`config.mk`:
```
export PLATFORM = sky130hd
export DESIGN_NAME = wrapper_ahb_packet_initiator
export DESIGN_NICKNAME = d
export VERILOG_FILES = /design/src/rtl/wrapper_ahb_packet_initiator.sv
export SDC_FILE = /design/constraint.sdc
export NUM_CORES = 1
export LEC_CHECK = 0
export ABC_AREA = 1
export BUFFER_PORTS_ARGS = -buffer_cell sky130_fd_sc_hd__buf_2
export CORE_MARGIN = 8
export CORE_UTILIZATION = 55
export CTS_CLUSTER_SIZE = 12
export DETAILED_ROUTE_END_ITERATION = 8
export HOLD_SLACK_MARGIN = 0.1
export PLACE_DENSITY = 0.8
export SLEW_MARGIN = 40
export SYNTH_ARGS = -nofsm -noshare
export SYNTH_HDL_FRONTEND = slang
export SYNTH_SLANG_ARGS = --single-unit
```
`constraint.sdc`:
```
create_clock -name HCLK -period 1.8 [get_ports HCLK]
set_clock_uncertainty 0.1 [all_clocks]
set_input_delay 0.45 -clock HCLK [delete_from_list [all_inputs] [get_ports HCLK]]
set_output_delay 0.45 -clock HCLK [all_outputs]
set_load 0.01 [all_outputs]
```
`src/rtl/wrapper_ahb_packet_initiator.sv`:
```
// wrapper_ahb_packet_initiator: writes each stream packet as an AHB-Lite INCR word burst into a wrapper input-port window.
// Define WRAPPER_AHB_INITIATOR_DATA_REQ_EN to add data_req and gate packet acceptance on it.
module wrapper_ahb_packet_initiator #(
  parameter int ADDRWIDTH = 12,
  parameter int PORTADDRWIDTH = 10,
  parameter int PACKETWIDTH = 512,
  parameter logic [ADDRWIDTH-1:0] BASEADDR = '0
) (
  input  logic HCLK,
  input  logic HRESETn,
  input  logic [PACKETWIDTH-1:0] packet_data,
  input  logic packet_data_last,
  input  logic packet_data_valid,
  output logic packet_data_ready,
  output logic [ADDRWIDTH-1:0] HADDRM,
  output logic [1:0] HTRANSM,
  output logic [2:0] HSIZEM,
  output logic [2:0] HBURSTM,
  output logic HWRITEM,
  output logic [31:0] HWDATAM,
  input  logic HREADYM,
  input  logic HRESPM,
  input  logic err_clear,
`ifdef WRAPPER_AHB_INITIATOR_DATA_REQ_EN
  input  logic data_req,
`endif
  output logic busy,
  output logic err
);
  localparam int BEATS = PACKETWIDTH / 32;
  localparam int BW = $clog2(BEATS);
  localparam logic [BW-1:0] LAST_BEAT = BW'(BEATS - 1);
  localparam logic [ADDRWIDTH-1:0] SLOT = ADDRWIDTH'((1 << PORTADDRWIDTH) - PACKETWIDTH / 8);
  typedef enum logic [1:0] {IDLE, XFER, LAST, ERR} state_t;
  state_t state, next;
  logic [BEATS-1:0][31:0] pkt;
  logic [BW-1:0] beat;
  logic last_r, out_en, accept, err_hit;
  assign HSIZEM = 3'b010;
  assign HBURSTM = 3'b001;
  assign HWRITEM = HTRANSM[1];
  assign busy = state != IDLE;
  assign HADDRM = BASEADDR + (last_r ? SLOT : '0) + ADDRWIDTH'({beat, 2'b00});
`ifdef WRAPPER_AHB_INITIATOR_DATA_REQ_EN
  assign packet_data_ready = state == IDLE && out_en && data_req;
`else
  assign packet_data_ready = state == IDLE && out_en;
`endif
  always_ff @(posedge HCLK or negedge HRESETn)
    if (!HRESETn) state <= IDLE;
    else state <= next;
  // First error cycle drops the pending address phase in the same cycle.
  always_comb begin
    accept = packet_data_valid && packet_data_ready;
    err_hit = (state == XFER || state == LAST) && HRESPM && !HREADYM;
    HTRANSM = state == XFER && !err_hit ? (beat == '0 ? 2'b10 : 2'b11) : 2'b00;
    next = err_hit ? ERR :
           state == IDLE ? (accept ? XFER : IDLE) :
           state == XFER ? (HREADYM && beat == LAST_BEAT ? LAST : XFER) :
           HREADYM ? IDLE : state;
  end
  always_ff @(posedge HCLK or negedge HRESETn)
    if (!HRESETn) begin
      out_en <= 1'b0;
      err <= 1'b0;
      pkt <= '0;
      last_r <= 1'b0;
      beat <= '0;
      HWDATAM <= '0;
    end else begin
      out_en <= 1'b1;
      err <= err_clear ? 1'b0 : err_hit ? 1'b1 : err;
      if (accept) begin
        pkt <= packet_data;
        last_r <= packet_data_last;
        beat <= '0;
      end
      if (state == XFER && HREADYM) begin
        HWDATAM <= pkt[beat];
        if (beat != LAST_BEAT) beat <= beat + BW'(1);
      end
    end
endmodule

```
==> flow_results.org, run 1 <==
** Yosys
- Of the synthesized area, sequential elements account for 0.514.
- Summing every instance area after synthesis gives 26,900 sq um.
- Ranked by total cell area, the synthesized netlist is headed by dfrtp_1 (51%), nand2_1 (11%), a21oi_1 (8.4%).
- Synthesis instantiated 28 different standard cells from the library.
- Cell taking the most area after synthesis :: dfrtp_1
- In this run the mean area of a mapped cell was 7.75 sq um.
- Synth Instances :: 3,473
- The share of synthesized area in the top cell type comes to 0.514.
- FF+latch count, synth :: 553
- Count of yosys warnings during synthesis :: 0

** Placed design
- Final GP Congestion :: 0.984
- In this run, placement finished with an instance count of 4,660.
- The wire-length estimate of the detail-placed layout is 73,300 um.
- Count of input and output buffers :: 564

** Global route
- Global routing finished with a remaining overflow of 2.
- The number of global-route vias before repair came to 39.9k.
- First-pass GRT wire length :: 257,000 um
- Maximum number of pins on one net before global-route repair :: 77
- In the global route stage, overall resource usage came out at 0.616.

** Floorplanning
- Row generation in the floorplan step produced 81 rows.
- Measured along the x axis, the die boundary spans 237 um.
- Initial Util :: 0.553
- Top-Level Pins :: 575
- The die is 237 um tall.

** Clocking
- The tree is rooted in a clkbuf_16.
- CTS saw 553 sinks.
- Largest buffer count on any clock path :: 3
- In this run the number of H-tree levels came out at 2.
- Inserted Clock Buffers :: 57

** Outcome
- The flow did not finish.
- Step where the flow halted :: global routing (5_1_grt)
- The tool reported: "[ERROR GRT-0116] Global routing finished with congestion. Check the congestion regions in the DRC Viewer".
-- per-layer routing --
metal / GRT usage / overflow
met5: 0.0934 / 0
met4: 0.619 / 1
met3: 0.414 / 0
met2: 0.831 / 1
met1: 0.608 / 0
-- Yosys cell counts --
| library cell | instances |
|---|---|
| nor4_1 | 1 |
| buf_2 | 101 |
| nand3_1 | 328 |
| nor2_1 | 517 |
| or2_1 | 10 |
| buf_4 | 46 |
| a311oi_1 | 1 |
| mux2_2 | 25 |
| clkbuf_1 | 62 |
| nand2_1 | 813 |
| inv_2 | 3 |
| dfrtp_1 | 553 |
| clkinv_1 | 1 |
| a31oi_1 | 2 |
| o21ai_0 | 4 |
| mux2_4 | 30 |
| buf_6 | 17 |
| a21oi_1 | 452 |
| inv_4 | 1 |
| nand4_1 | 2 |
| conb_1 | 2 |
| mux2_1 | 6 |
| buf_1 | 9 |
| nand2_4 | 1 |
| inv_1 | 461 |
| or2_2 | 20 |
| o311ai_1 | 1 |
| ha_1 | 4 |
-- what timing repair did --
action                                  in CTS
hold buffers                               516
setup buffers                               55
pin swaps                                  186
endpoints found under the setup margin     172
cloned                                      53
resized for setup                          608
hold endpoints to repair                   908
-- logic make-up after synthesis --
family	after synthesis	share of synthesized area
adder cells (fa/ha/maj)	4	0.00186
AND/OR/NAND/NOR	1692	0.255
AO/OA/AOI/OAI	460	0.0859
buffers and inverters	701	0.114
multiplexers	61	0.0297
other	2	0.000279
flip-flops	553	0.514
-- per-stage QoR --
step                instance area, sq um  setup WS (ps)  hold slack (ps)
global placement                   31800           -302              226
floorplan                          27000          -26.8             54.4
CTS                                43000           -612              133
detailed placement                 31800           -327              229
==> run 2: changes to the inputs <==
- CORE_UTILIZATION: 55 -> 40
- CTS_CLUSTER_SIZE: 12 -> default
- HOLD_SLACK_MARGIN: 0.1 -> default
- PLACE_DENSITY: 0.8 -> default
- PLACE_DENSITY_LB_ADDON: default -> 0.15
==> run 2 against run 1 <==
Area after synthesis unchanged. The flow now finishes, with violations (negative setup slack). Synthesized cell count unchanged.
==> flow_results.org, run 2 <==
** Layout
- Area of all sequential standard cells :: 13,900 sq um
- The register with the most flip-flops in the layout has 512 of them.
- Top Registers :: pkt x512, HWDATAM x32, beat x4
- Commonest cells after routing, fill and taps aside :: nand2_1 (792), buf_2 (555), dfrtp_1 (546), inv_1 (456), dlygate4sd3_1 (420)
- # fillers :: 5,653
- Largest reg by FF count :: pkt
- Commonest non-fill, non-tap cell in the layout :: nand2_1
- Post-route core utilization :: 0.619
- Area used by multi-input combinational logic :: 11,200 sq um
- Number of nets in the layout :: 5,127
- Area grow syn2layout :: 53.8%
- In the final layout, the share of cells above drive strength 1 is 0.277.

** Critical path
- For the worst setup path, the data arrival time is 1830 ps.
- For the worst flop-to-flop path, the logic depth is 12.
- Along the worst path, the maximum fanout reaches 2.
- Cell chain of the critical path :: inv_8, buf_12, ha_4, a311oi_4, buf_6
- Worst Path Class, Setup :: register to primary output
- Delay of the slowest cell on the worst path :: 460 ps
- Worst reg2reg path endpoint :: HWDATAM[14]
- The worst setup path is launched from a register.
- The setup check on the worst reg-to-reg path leaves a slack of -480 ps.
- Origin of the critical flop-to-flop path :: beat[0]
- STA classifies the critical path endpoint as a primary output.
- CP max-delay cell :: dfrtp_4
- CP required :: 1250 ps

** Outcome
- Violations in the final reports :: negative setup slack
- The flow ran to the end, but the final reports show violations.

** Route
- Routed length per placed instance :: 20.6 um
- DRT iter0 DRCs :: 2,243
- Total DRC errors in the routed layout :: 0
- In this run the remaining antenna-violating nets after routing total 0.
- Routed WL :: 114,000 um
- The first detailed-routing pass ran for 6 iterations.
- Routed vias :: 27.6k
- Dividing the detail-routed via count by the number of cells gives 4.97.

** Floorplanning
- Placeable Area :: 66,900 sq um
- Number of placement rows :: 95
- Total Die Area :: 75,900 sq um
- Measured along the x axis, the die boundary spans 275 um.
- From bottom edge to top edge, the die measures 275 um.
- In this run the count of I/O pins placed on the die edge is 575.
- For this configuration, the core starts out at a cell density of 0.402.

** Yosys
- In the synthesized netlist, the number of instances is 3,473.
- Post-synthesis async set-or-reset flop share :: 1.00
- Post-synthesis area per instance :: 7.75 sq um
- Area of the mapped netlist :: 26,900 sq um
- Area share of the largest cell type after synthesis :: 0.514
- The synthesized design spends more area on one cell type than any other, namely dfrtp_1.
- Ranking of synthesized cells by area :: dfrtp_1 (51%), nand2_1 (11%), a21oi_1 (8.4%)
- The most common cell in the synthesized netlist is nand2_1.
- Count of unique library cells instantiated by Yosys :: 28
- Top_reg_cell synth :: dfrtp_1
- The synthesized design contains 0 enable-type register cells.
- FF+latch count, synth :: 553
- Ranking of synthesized cells by instance count :: nand2_1 (813), dfrtp_1 (553), nor2_1 (517), inv_1 (461), a21oi_1 (452)
- During synthesis, Yosys emitted a total of 0 warnings.
- Sequential share of the synthesized area :: 0.514

** Placed design
- Detail Placement HPWL :: 78,000 um
- Final GP Congestion :: 0.902
- Timing analysis after detailed placement gives a worst setup slack of -464 ps.
- Buffers placed on the I/O ports in this run total 564.

** Global route
- Total overflow reported by the global router :: 0
- Entering global routing, the biggest net connects 57 pins.
- The number of global-route vias before repair came to 27.5k.
- In the global route stage, overall resource usage came out at 0.283.
- The number of antenna violations at the first check in global routing was 11.
- The first global-routing pass estimated 164,000 um of wire.

** Hold path
- The min-delay analysis places its worst path in the category input pin to register.
- Hold path start :: packet_data[72]
- Hold Path End :: pkt[72]
- Counting instances, the worst hold path has a depth of 3.

** Timing
- Setup violations remaining at the end of the flow were counted as 295.
- Setup total negative slack on the finished layout was measured at -24,770 ps.
- Peak clock frequency supported by timing :: 421 MHz
- Setup repair after global routing could not meet its margin everywhere.
- The final max-slew violation count came to 0.
- Final worst-path cycle share :: 1.32
- The number of hold-slack violations in the final timing report was 0.
- Min cycle time layout :: 2380 ps
- Setup slack on the critical path of the routed design comes to -578 ps.

** Power
- Maximum vdd drop :: 0.000894 V
- Power Dens Cells :: 1540 nW/um^2
- Summed over all cells, the static leakage comes to 21.5 nW.

** Clocking
- Clock latency on the worst-skew pair, taken at its later pin, is 630 ps.
- Clock-pin slew was measured on the worst setup and hold paths at 60 ps.
- CTS root buffer :: clkbuf_16
- Inserted Clock Buffers :: 60
- Counting along the longest clock path gives a buffer depth of 3.
- TritonCTS built the clock tree.
- Sink count of the clock tree :: 553
- Deepest level of the CTS H-tree :: 2

** Job
- Number of max-capacitance violations reported :: 0
-- run 2: cell counts after synthesis --
No cell type changed its count.
-- run 2: logic make-up (layout without fill, tap and decap cells) --
kind of cell,count (synthesis),count (layout),share of synthesized area
AO/OA/AOI/OAI,460,460,0.0859
AND/OR/NAND/NOR,1692,1694,0.255
adder cells (fa/ha/maj),4,4,0.00186
other,2,26,0.000279
multiplexers,61,61,0.0297
flip-flops,553,553,0.514
buffers and inverters,701,1868,0.114
-- run 2: worst max-delay path by stage --
stage	from	end	slack (ps)
finish	beat[1]	HTRANSM[0]	-580
global route	state[1]	HTRANSM[0]	-640
CTS	beat[0]	HTRANSM[0]	-610
detailed placement	beat[0]	HWDATAM[14]	-460
global placement	beat[0]	HWDATAM[14]	-460
floorplan	beat[0]	HTRANSM[0]	-30
-- run 2: power by group --
part           switching (mW)  leakage [nW]  internal [mW]
logic                    18.0          14.3           12.2
registers                2.16          6.10           18.3
clock network            5.24          1.03           7.80
total                    25.4          21.5           38.3
-- run 2: layout make-up --
| cell class | count | share of cell area |
|---|---|---|
| multi-input cells | 2230 | 0.272 |
| clock inverters | 17 | 0.00568 |
| inverters | 466 | 0.0429 |
| repair buffers | 1293 | 0.274 |
| flip-flops and latches | 553 | 0.335 |
| clock buffers | 92 | 0.0443 |
| well taps | 873 | 0.0264 |
| diodes | 15 | 0.000907 |
-- run 2: metal layers --
metal  GRT usage  vias up  share of wire
li1            -    13000              -
met4       0.138        0          0.052
met5           0        -              0
met1       0.373    13200           0.41
met2       0.448     1057           0.47
met3      0.0495      288          0.065
-- run 2: critical path: cells and delay by family, from the launching register on --
family | cells | cell delay (ps)
buffers and inverters | 3 | 330
DFF | 1 | 460
adders and majority gates | 1 | 150
AOI/OAI and AO/OA | 1 | 290
-- run 2: metrics by stage --
stage                     area, sq um  hold WS, ps  cells  power, mW
after floorplan                 27000         54.4   3482       35.7
after global placement          32200          289   4910       45.9
after detailed placement        32200          293   4910       46.3
after CTS                       39600        0.543   5474       61.5
after global routing            41400         12.8   5533       67.8
final                           41400         13.7   5539       63.7
-- run 2: what timing repair did --
item / in CTS / in global routing
pin swaps: 3 / 27
cloned: 16 / 23
setup endpoints to repair: 310 / 544
resized for setup: 134 / 291
endpoints found under the hold margin: 485 / 0
hold buffers: 420 / 0
buffers inserted: 19 / 30
Power figures use the tool's default switching activity.
==> run 3: changes to the inputs <==
- SETUP_SLACK_MARGIN: default -> 0.4
==> run 3 against run 2 <==
The run still ends with negative setup slack left. Utilization grew 9.6 points. Sequential share of layout area shrank 4.5 points. First-iteration DRC count grew 24%. Largest cell class is now multi-input gates.
==> flow_results.org, run 3 (synthesized netlist as in run 2, its figures left out) <==
** Outcome
- Outcome :: finished with violations
- The final reports fail on negative setup slack.

** Layout
- The library cell used most frequently in the layout, excluding fill and tap cells, is nand2_1.
- In the final layout, the share of cells above drive strength 1 is 0.489.
- In the final layout, the multi-input gates occupy 15,300 sq um.
- After filler insertion, the fill cell instance count of the layout stands at 4,664.
- Measured on the finished design, the core utilization comes to 0.715.
- Top Registers :: pkt x512, HWDATAM x32, beat x4
- Summing all non-filler instances in the final layout gives an area of 47,800 sq um.
- Compared with the post-synthesis result, the final layout area differs by 77.7%.
- The final layout contains 5,150 nets.
- Commonest cells after routing, fill and taps aside :: nand2_1 (641), buf_2 (554), dfrtp_1 (550), inv_1 (455), a21oi_2 (370)
- Across the whole layout, storage elements account for 13,800 sq um.
- Largest reg by FF count :: pkt
- The register with the most flip-flops in the layout has 512 of them.

** Route
- Dividing the detail-routed wire length by the instance count gives 23.6 um.
- After detailed routing, the number of vias per cell comes to 5.29.
- In the routed design, unresolved DRC markers number 0.
- The detail route stage leaves a number of antenna-violating nets equal to 0.
- Number of optimization iterations in the first detailed-route pass :: 5
- The detailed router finished its first iteration with 2,784 violations.
- Routed WL :: 131,000 um
- Routed vias :: 29.4k

** Floorplanning
- Initial Util :: 0.402
- After floorplanning, the core was sized to cover 66,900 sq um.
- The die covers 75,900 sq um.
- During I/O placement, the number of pins put on the boundary was 575.
- Measured along the y axis, the die boundary spans 275 um.
- In this run the horizontal extent of the chip is 275 um.
- The initialized floorplan defines 95 standard-cell rows.

** Critical path
- Critical path launch point :: beat[0]
- Startpoint class of the critical path :: register
- By startpoint and endpoint, the worst setup path is classified as register to primary output.
- The worst register-to-register path begins at beat[0].
- Critical Path Sink Type :: primary output
- CP required :: 1250 ps
- For the worst setup path, the data arrival time is 1790 ps.
- Critical Path Fanout Max :: 13

** Global route
- The number of antenna violations at the first check in global routing came to 12.
- The first global-routing pass estimated 178,000 um of wire.
- Maximum number of pins on one net before global-route repair :: 78
- Total overflow reported by the global router :: 0
- Via count of the first global-routing pass :: 28.6k
- In the global route stage, overall resource usage came out at 0.309.

** Placed design
- Buffers placed on the I/O ports in this run total 564.
- After legalization and detailed placement, the total HPWL measured 81,600 um.
- Worst Setup Slack post-DPL :: -255 ps
- Final GP Congestion :: 0.894
- Area after detailed placement :: 33,500 sq um

** Power
- Dividing total power by cell area gives a power density of 1590 nW/um^2.
- IR analysis of the VDD net gives a maximum drop of 0.000953 V.
- Static Leak :: 23.4 nW

** Hold path
- Hold path start :: packet_data[437]
- In this run the worst hold path is classified as input pin to register.

** Timing
- After layout, the worst setup slack is -536 ps.
- Final Slew Violations :: 0
- Peak clock frequency supported by timing :: 428 MHz
- Subtracting the final worst setup slack from the clock period gives 2340 ps.
- Count of endpoints failing hold in the final timing report :: 0
- Final Setup Violations :: 534
- Max_slew headroom :: 0.615
- RSZ-0062 raised after global routing :: yes
- After routing, the total negative slack on setup checks comes to -77,820 ps.
- Final worst-path cycle share :: 1.30
- For the pin with the worst max-slew slack, the measured transition is 578 ps.

** Clocking
- The later pin in the worst-skew pair is clocked with a latency of 610 ps.
- The clock passes through at most 3 buffers.
- Sink count of the clock tree :: 553
- Deepest level of the CTS H-tree :: 3
- TritonCTS created 66 clock buffers.
- Clock transition time at the flip-flop clock pins of the worst setup and hold paths :: 60 ps
- CTS root buffer :: clkbuf_16
- TritonCTS built the clock tree.

** Job
- Across the run, the number of max-cap violations was 0.
run 3: worst max-delay path: stages (launching register included):
cell	delay (ps)
dfrtp_4	440
inv_6	110
ha_4	190
a311oi_4	280
buf_6	160
run 3: report_power, final:
group	internal [mW]	switching [mW]	total [mW]	leakage, nW
combinational	18.4	23.5	41.8	16.2
sequential	18.3	2.39	20.7	6.11
clock	8.25	5.57	13.8	1.09
total	44.9	31.4	76.3	23.4
run 3: path summary, 6_finish.rpt:
path                       cells past startpoint           to  slack (ps)
max                                            4   HTRANSM[0]        -540
max in group asynchronous                      3     pkt[180]         560
min in group asynchronous                      2     pkt[132]         200
min reg2reg                                    2  HWDATAM[31]         370
max reg2reg                                   13  HWDATAM[11]        -420
min                                            3     pkt[437]           8
run 3: per-layer routing:
| layer | global-route usage | vias up | routed length, um |
|---|---|---|---|
| met2 | 0.487 | 1511 | 61800 |
| met1 | 0.421 | 14500 | 52800 |
| met5 | 0 | - | 40 |
| met4 | 0.122 | 8 | 6200 |
| li1 | - | 13100 | - |
| met3 | 0.0558 | 335 | 10400 |
run 3: cell type report:
| cell class | instances | share of cell area |
|---|---|---|
| clock buffers | 100 | 0.0428 |
| flip-flops and latches | 553 | 0.289 |
| well taps | 873 | 0.0228 |
| inverters | 466 | 0.0369 |
| repair buffers | 1312 | 0.284 |
| diodes | 10 | 0.000523 |
| multi-input cells | 2228 | 0.320 |
| clock inverters | 15 | 0.00327 |
run 3: per-stage QoR:
stage / instances / hold slack (ps) / power (mW)
3_5_place_dp: 4915 / 210 / 48.5
5_1_grt: 5553 / 5.28 / 79.8
3_3_place_gp: 4915 / 208 / 48.1
4_1_cts: 5455 / 0.0740 / 70.7
6_report: 5557 / 8.33 / 76.3
2_1_floorplan: 3482 / 54.4 / 38.3
run 3: repair_timing:
item                                    CTS  global route
cloned                                   64            45
hold endpoints to repair                469             0
gates resized for setup                 638           812
pin swaps                               163           150
hold buffers                            290             0
setup buffers                            71            47
endpoints found under the setup margin  598           598
